==> src/rtl/alu_pkg.sv <==
// alu_pkg: constants and types shared by the ALU and the stages around it.
//   - ALUControl operation codes (ALU_AND .. ALU_SRA)
//   - alu_res_t: one captured ALU result (result, zero, neg, ctrl, rd)
//   - resbuf_state_t: occupancy of the two-entry result buffer
package alu_pkg;

    localparam int ALU_DATA_W = 32;
    localparam int ALU_RD_W   = 5;

    localparam logic [3:0] ALU_AND = 4'b0000;
    localparam logic [3:0] ALU_OR  = 4'b0001;
    localparam logic [3:0] ALU_ADD = 4'b0010;
    localparam logic [3:0] ALU_XOR = 4'b0011;
    localparam logic [3:0] ALU_SUB = 4'b0110;
    localparam logic [3:0] ALU_SLL = 4'b1000;
    localparam logic [3:0] ALU_SRL = 4'b1001;
    localparam logic [3:0] ALU_SRA = 4'b1010;

    typedef struct packed {
        logic [ALU_DATA_W-1:0] result;
        logic                  zero;
        logic                  neg;
        logic [3:0]            ctrl;
        logic [ALU_RD_W-1:0]   rd;
    } alu_res_t;

    typedef enum logic [1:0] {
        EMPTY = 2'd0,
        ONE   = 2'd1,
        TWO   = 2'd2
    } resbuf_state_t;

endpackage

==> src/rtl/alu_resbuf_stats.sv <==
// alu_resbuf_stats: pair of saturating event counters for the result buffer.
// Ports:
//   clk, rst_n  clock, asynchronous active-low reset (clears both counters)
//   inc_total   count one accepted entry
//   inc_zero    count one accepted entry whose Zero flag was set
//   total, zero counter values; each sticks at all-ones once reached
module alu_resbuf_stats #(
    parameter int STAT_W = 16
) (
    input  logic              clk,
    input  logic              rst_n,
    input  logic              inc_total,
    input  logic              inc_zero,
    output logic [STAT_W-1:0] total,
    output logic [STAT_W-1:0] zero
);

    always_ff @(posedge clk or negedge rst_n) begin
        if (!rst_n) begin
            total <= '0;
            zero  <= '0;
        end else begin
            if (inc_total && (total != '1)) total <= total + 1'b1;
            if (inc_zero  && (zero  != '1)) zero  <= zero + 1'b1;
        end
    end

endmodule

==> src/rtl/alu_result_buffer.sv <==
// alu_result_buffer: two-entry skid buffer between the ALU and memory/writeback.
// Holds each ALU result with its Zero flag, sign bit, ALUControl code and
// destination register until downstream accepts it. Full throughput with a
// registered in_ready, so out_ready never reaches in_ready combinationally.
// Ports:
//   clk, rst_n                 clock, asynchronous active-low reset
//   flush                      synchronous drop of all held entries
//   in_valid/in_ready          upstream handshake (in_ready registered)
//   in_result/zero/ctrl/rd     ALU result payload
//   out_valid/out_ready        downstream handshake
//   out_result/zero/neg/ctrl/rd head entry payload
//   stat_total/stat_zero       accept counters
// Build option: ALU_RESBUF_STATS_EN enables the counters; otherwise the
// stat ports read as zero and no counter flops exist.
module alu_result_buffer
    import alu_pkg::*;
#(
    parameter int DATA_W = ALU_DATA_W,
    parameter int RD_W   = ALU_RD_W,
    parameter int STAT_W = 16
) (
    input  logic              clk,
    input  logic              rst_n,
    input  logic              flush,
    input  logic              in_valid,
    output logic              in_ready,
    input  logic [DATA_W-1:0] in_result,
    input  logic              in_zero,
    input  logic [3:0]        in_ctrl,
    input  logic [RD_W-1:0]   in_rd,
    output logic              out_valid,
    input  logic              out_ready,
    output logic [DATA_W-1:0] out_result,
    output logic              out_zero,
    output logic              out_neg,
    output logic [3:0]        out_ctrl,
    output logic [RD_W-1:0]   out_rd,
    output logic [STAT_W-1:0] stat_total,
    output logic [STAT_W-1:0] stat_zero
);

    // Same layout as alu_res_t, sized by this instance's parameters.
    typedef struct packed {
        logic [DATA_W-1:0] result;
        logic              zero;
        logic              neg;
        logic [3:0]        ctrl;
        logic [RD_W-1:0]   rd;
    } entry_t;

    resbuf_state_t state;
    entry_t        head, skid, in_entry;
    logic          accept, drain;

    assign accept = in_valid & in_ready;
    assign drain  = out_valid & out_ready;

    always_comb begin
        in_entry        = '0;
        in_entry.result = in_result;
        in_entry.zero   = in_zero;
        in_entry.neg    = in_result[DATA_W-1];
        in_entry.ctrl   = in_ctrl;
        in_entry.rd     = in_rd;
    end

    // out_valid and in_ready are kept as flops alongside the state so both
    // handshake outputs come straight from registers.
    always_ff @(posedge clk or negedge rst_n) begin
        if (!rst_n) begin
            state     <= EMPTY;
            head      <= '0;
            skid      <= '0;
            out_valid <= 1'b0;
            in_ready  <= 1'b1;
        end else if (flush) begin
            // Payload registers keep their last value; only occupancy clears.
            state     <= EMPTY;
            out_valid <= 1'b0;
            in_ready  <= 1'b1;
        end else begin
            case (state)
                EMPTY: begin
                    if (accept) begin
                        head      <= in_entry;
                        state     <= ONE;
                        out_valid <= 1'b1;
                    end
                end
                ONE: begin
                    if (accept && drain) begin
                        head <= in_entry;
                    end else if (accept) begin
                        // Downstream stalled: park the new entry behind the head.
                        skid     <= in_entry;
                        state    <= TWO;
                        in_ready <= 1'b0;
                    end else if (drain) begin
                        state     <= EMPTY;
                        out_valid <= 1'b0;
                    end
                end
                TWO: begin
                    if (drain) begin
                        head     <= skid;
                        state    <= ONE;
                        in_ready <= 1'b1;
                    end
                end
                default: begin
                    state     <= EMPTY;
                    out_valid <= 1'b0;
                    in_ready  <= 1'b1;
                end
            endcase
        end
    end

    assign out_result = head.result;
    assign out_zero   = head.zero;
    assign out_neg    = head.neg;
    assign out_ctrl   = head.ctrl;
    assign out_rd     = head.rd;

`ifdef ALU_RESBUF_STATS_EN
    alu_resbuf_stats #(
        .STAT_W (STAT_W)
    ) u_stats (
        .clk       (clk),
        .rst_n     (rst_n),
        .inc_total (accept & ~flush),
        .inc_zero  (accept & ~flush & in_zero),
        .total     (stat_total),
        .zero      (stat_zero)
    );
`else
    assign stat_total = '0;
    assign stat_zero  = '0;
`endif

endmodule

==> config.mk <==
export PLATFORM = sky130hd
export DESIGN_NAME = alu_result_buffer
export DESIGN_NICKNAME = d
export VERILOG_FILES = /design/src/rtl/alu_pkg.sv /design/src/rtl/alu_resbuf_stats.sv /design/src/rtl/alu_result_buffer.sv
export SDC_FILE = /design/constraint.sdc
export NUM_CORES = 1
export LEC_CHECK = 0
export BUFFER_PORTS_ARGS = -buffer_cell sky130_fd_sc_hd__buf_4
export CAP_MARGIN = 20
export CELL_PAD_IN_SITES_DETAIL_PLACEMENT = 1
export CELL_PAD_IN_SITES_GLOBAL_PLACEMENT = 1
export CORE_ASPECT_RATIO = 0.7
export CORE_MARGIN = 5
export CORE_UTILIZATION = 30
export CTS_BUF_LIST = sky130_fd_sc_hd__clkbuf_16
export DETAILED_ROUTE_END_ITERATION = 8
export PLACE_DENSITY = 0.62
export SLEW_MARGIN = 30
export SYNTH_ARGS = -nofsm -noshare
export SYNTH_HDL_FRONTEND = slang
export SYNTH_HIERARCHICAL = 1
export SYNTH_SLANG_ARGS = --single-unit
==> constraint.sdc <==
create_clock -name clk -period 1.89 [get_ports clk]
set_input_delay 0.0945 -clock clk [delete_from_list [all_inputs] [get_ports clk]]
set_output_delay 0.0945 -clock clk [all_outputs]
set_load 0.02 [all_outputs]
Yosys cells after proc, flatten, opt, wreduce, memory -nomap -nowiden --
Index checks and enable logic that the tools add are counted.
Storage, ports and cells: register bits 90, output and inout port bits 77
Cells by class: bitwise logic cells 4, reduce and logical (&&, ||, !) cells 8, mux-type cells 22, equal/unequal tests 14
Operators by type and width (number):
- 2-to-1 mux 43 bit | 3
- case mux 43 bit (3 select lines) | 1
- inequality test 3 bit, second input constant | 6
- 2-to-1 mux 2 bit | 6
- AND reduction 4 bit | 3
- inequality test 2 bit, second input constant | 5
- AND reduction 5 bit | 2
- 2-to-1 mux 1 bit | 9
- case mux 1 bit (3 select lines) | 2
- case mux 2 bit (3 select lines) | 1
- inequality test 4 bit, second input constant | 1
- nonzero test 3 bit | 1
- AND 1 bit | 2
- == test 2 x 1 -> 1 bit, second input constant | 1
- == test 2 bit, second input constant | 1
- zero test 2 bit | 1
- inverter 1 bit | 2
- logical AND 1 bit | 1

Depth between registers and ports, before layout --
depth after elaboration 6, mapped depth 5

Least setup slack after synthesis --
Ideal clock, no wire load.
kind register to register, from reg out_valid, to reg head, in the netlist out_ctrl[0], arrival time 1.679 ns, period minus slack after synthesis 1.803 ns, setup slack 0.087 ns, stages on the path, launching flop included 5, library setup time 0.125 ns, path through dfrtp_1 > nand2_1 > o32ai_2 > buf_6 > mux2_2
On the way: cells in the longest elaborated chain, start to end 4, elaborated cells on any way between the ends 5
RTL lines:
- from (decl) | RTL line alu_result_buffer.sv:31 | output logic out_valid,
- from (signal assigned) | RTL line alu_result_buffer.sv:74 | out_valid <= 1'b0;
- from (signal assigned) | RTL line alu_result_buffer.sv:79 | out_valid <= 1'b0;
- from (signal assigned) | RTL line alu_result_buffer.sv:87 | out_valid <= 1'b1;
- AND 1 bit (*) | RTL line alu_result_buffer.sv:56 | assign drain = out_valid & out_ready;
- logical AND 1 bit | RTL line alu_result_buffer.sv:91 | if (accept && drain) begin
- inequality test 2 bit (no line)
- AND reduction 5 bit (no line) (*)
- to (signal assigned) | RTL line alu_result_buffer.sv:85 | head <= in_entry;
- to (signal assigned) | RTL line alu_result_buffer.sv:92 | head <= in_entry;
- to (signal assigned) | RTL line alu_result_buffer.sv:105 | head <= skid;
- to (decl) | RTL line alu_result_buffer.sv:52 | entry_t head, skid, in_entry;
Every way passes the cells marked *; elsewhere a longest branch is shown, timed or not. A chain may end at the register's enable or synchronous reset.

Worst setup path after layout --
from reg state[1], to reg state[1]
On the way: cells in the longest elaborated chain, start to end 3, elaborated cells on any way between the ends 10
RTL lines:
- from (decl) | RTL line alu_result_buffer.sv:51 | resbuf_state_t state;
- from (signal assigned) | RTL line alu_result_buffer.sv:71 | state <= EMPTY;
- from (signal assigned) | RTL line alu_result_buffer.sv:78 | state <= EMPTY;
- from (signal assigned) | RTL line alu_result_buffer.sv:86 | state <= ONE;
- == test 2 x 1 -> 1 bit (tied with other cells) | RTL line alu_result_buffer.sv:82 | case (state)
- inequality test 4 bit (no line) (tied with other cells)
- AND reduction 4 bit (no line) or 2-to-1 mux 2 bit (tied branches)
Several ways; a longest one is shown, not always the timed one.

==> run summary <==
PWR
-----------------------------------------------------------------------------------------------
Switching portion of total power                                                         31.66%
Switching power summed over all nets                                                   2.522 mW
Worst VDD drop                                                                        0.6732 mV
Leakage dissipation                                                                    2.449 nW
Clock Power Share                                                                         23.9%
Part of the total power dissipated in combinational logic                                 34.9%
Pwr/cell area                                                                       1444 nW/um2
Internal power component                                                               5.442 mW
Sequential Power Share                                                                    41.2%

ROUTE
-----------------------------------------------------------------------------------------------
Overall via count from detail_route                                                        2541
ANT nets after route                                                                          0
Number of iterations in the first detailed-routing pass                                       4
Number of DRC violations after detailed-routing iteration 0                                  91
Routed len/inst                                                                        15.85 um
Post-detailed-route via-to-cell ratio                                                     4.242
Post-Route WL                                                                           9496 um
Remaining DRCs                                                                                0

LAYOUT
-----------------------------------------------------------------------------------------------
Number of antenna diodes                                                                      0
Layout cell share with drive strength beyond 1                                           59.90%
Post-layout net count                                                                       451
Fin area                                                                               5515 um2
Core Util, Final                                                                         40.15%
Layout-stage area growth over the synthesis result                                       32.49%

STA
-----------------------------------------------------------------------------------------------
Setup TNS Final                                                                            0 ns
Setup repair after global routing missed its margin                                          no
Minimum period implied by the final worst setup slack                                  1.762 ns
Count of endpoints failing hold in the final timing report                                    0
Worst clock skew                                                                    0.006863 ns
Endpoints failing setup                                                                       0
Peak clock frequency supported by timing                                              567.4 MHz
Pins Over Slew Limit                                                                          0
Final clock period utilization by the worst path                                         93.25%

YOSYS
-----------------------------------------------------------------------------------------------
Number of warnings printed during yosys synthesis                                             6
Per-instance average area after synthesis                                             14.50 um2
Most area-hungry cell type in the Yosys netlist                                         dfrtp_1
Area share of the largest cell type after synthesis                                      52.30%
Flip-flop and latch count after synthesis                                                    88
Most used DFF post-synth                                                                dfrtp_1
Synth top area cells                                                               dfrtp_1 52%, mux2_2 33%, buf_4 6.0%
Number of library cell types mapped by synthesis                                             29
Area of the mapped netlist                                                             4163 um2
Sequential cell area fraction in the yosys report                                        52.93%
Gate Count Post-Synth                                                                       287
Number of synthesized flops with an enable pin                                                0
Share of synthesized flip-flops with an asynchronous set or reset                        100.0%
Synth cell count leaders                                                           123 x mux2_2, 87 x dfrtp_1, 33 x buf_4
Cell with the most instances after synthesis                                             mux2_2

PLACEMENT
-----------------------------------------------------------------------------------------------
Number of port buffers                                                                       91
Area after detailed placement                                                          4970 um2
Post-DP HPWL                                                                            6459 um
Last weighted congestion value of the routability-driven placer                          0.6767

GRT
-----------------------------------------------------------------------------------------------
Number of global-route vias before repair                                                  2871
Initial antenna violation count                                                               0
GRT Overall Usage                                                                        11.97%
Maximum number of pins on one net before global-route repair                                 39
First-pass GRT wire length                                                             15160 um
Total congestion overflow after global routing                                                0

DIE
-----------------------------------------------------------------------------------------------
Core Box Area                                                                         13740 um2
Effective utilization at floorplan                                                       30.30%
Io pins                                                                                     124
Die ar.                                                                               16370 um2
Die Span X                                                                             150.8 um
Rows                                                                                         36
Die height                                                                             108.6 um

CLOCK TREE
-----------------------------------------------------------------------------------------------
Clock tree from TritonCTS                                                                  done
Count of clock tree sinks                                                                    88
Number of CTS-inserted buffers                                                                9
CTS max path bufs                                                                             2
Number of H-tree levels                                                                       3
Worst skew pair latency                                                                 0.33 ns
Clock input transition at the sequential cells of the worst setup and hold paths        0.06 ns
Root buffer cell                                                                      clkbuf_16

WORST SETUP PATH
-----------------------------------------------------------------------------------------------
Largest delay contributor family on the critical path                              buffers and inverters
Sort of element at the end of the critical path                                       flip-flop
Classification of the worst setup path                                               reg -> reg
Signal arrival time at the worst endpoint                                               2.03 ns
Setup crit start kind                                                                 flip-flop
Critical path, cell by cell                                                        nor2b_4 -> buf_6 -> a21oi_1 -> a211oi_1 -> dlygate4sd3_1
Worst EP required                                                                       2.15 ns
Largest stage delay, worst path                                                         0.59 ns
CP Buf/Inv Count                                                                              2
Largest driver fanout on the critical path                                                    9
Cell with the biggest individual delay on the critical path                        dlygate4sd3_1

STATUS
-----------------------------------------------------------------------------------------------
Status                                                                                completed

RUN
-----------------------------------------------------------------------------------------------
Maximum Capacitance Violations                                                                0

HOLD PATH
-----------------------------------------------------------------------------------------------
Class of the tightest hold or removal check                                           in -> reg

[per-layer routing]
metal | vias to the layer above | track usage, % | part of all wire (%)
met5 | - | 0 | 0
met1 | 1287 | 16.37 | 47
li1 | 1182 | - | -
met2 | 64 | 18.91 | 47
met4 | 0 | 2.135 | 0.61
met3 | 8 | 3.812 | 5.2
[per-stage QoR]
step                cells  worst slack, ns  hold WS (ns)  power [mW]
finish                599           0.1276      0.009814       7.964
global route          599          0.01895      0.001726       8.439
CTS                   599          0.06976     0.0002562       8.082
detailed placement    561           0.1115       0.04697       6.096
global placement      561           0.1524       0.04225       5.978
floorplan             318          0.08666       -0.2011       4.940
[power by group through the flow]
stage	Sequential, mW	Combinational (mW)	Clock (mW)
floorplan	3.72	1.22	0
global placement	3.26	2.72	0
detailed placement	3.30	2.79	0
CTS	3.28	2.83	1.97
global route	3.39	3.00	2.04
finish	3.28	2.78	1.91
[registers in the layout, indices dropped and copies added (netlist names)]
name        flops
out_result     32
out_zero        1
out_ctrl        4
in_ready        1
out_valid       1
state           2
out_rd          5
skid           42
[area by class of cell]
cell class	instances	area [um2]
fillers	1459	8223
flip-flops and latches	88	2206
multi-input cells	182	1724
repair buffers	122	1025
well taps	190	237.7
clock buffers	9	225.2
clock inverters	7	93.84
inverters	1	3.754
[layout by cell type, fill, tap and decap left out, types with 2 or more instances in the layout]
| cell type | count |
|---|---|
| buf_4 | 95 |
| dfrtp_1 | 85 |
| dlygate4sd3_1 | 22 |
| a21oi_1 | 3 |
| mux2_1 | 3 |
| bufinv_16 | 2 |
| conb_1 | 32 |
| mux2_2 | 123 |
| nor2_1 | 3 |
| clkbuf_16 | 9 |
| nand2_1 | 2 |
| dfrtp_2 | 2 |
| buf_12 | 4 |
[worst paths after layout]
check / startpoint / end / slack, ns / cells past startpoint
max in group asynchronous: rst_n / in_ready / 0.93 / 3
worst max-delay path: state[1] / state[1] / 0.13 / 5
worst max register to register: state[1] / state[1] / 0.13 / 5
worst min-delay path: in_result[14] / skid[25] / 0.01 / 2
worst min register to register: skid[1] / skid[1] / 0.49 / 1
min in group asynchronous: rst_n / out_result[4] / 0.23 / 2
[what timing repair did]
item                                    in CTS  in global routing
gates resized for setup                      0                  3
setup buffers                                0                  0
endpoints found under the setup margin       0                  1
hold buffers                                22                  0
hold endpoints to repair                    47                  0
[logic make-up after synthesis]
| family | Yosys count | synth area share [%] |
|---|---|---|
| multiplexers | 126 | 34.08 |
| flip-flops | 88 | 52.93 |
| buffers and inverters | 48 | 8.897 |
| AND/OR/NAND/NOR | 13 | 1.954 |
| AO/OA/AOI/OAI | 11 | 2.044 |
| other | 1 | 0.09008 |
(Power assumes the default switching activity.)
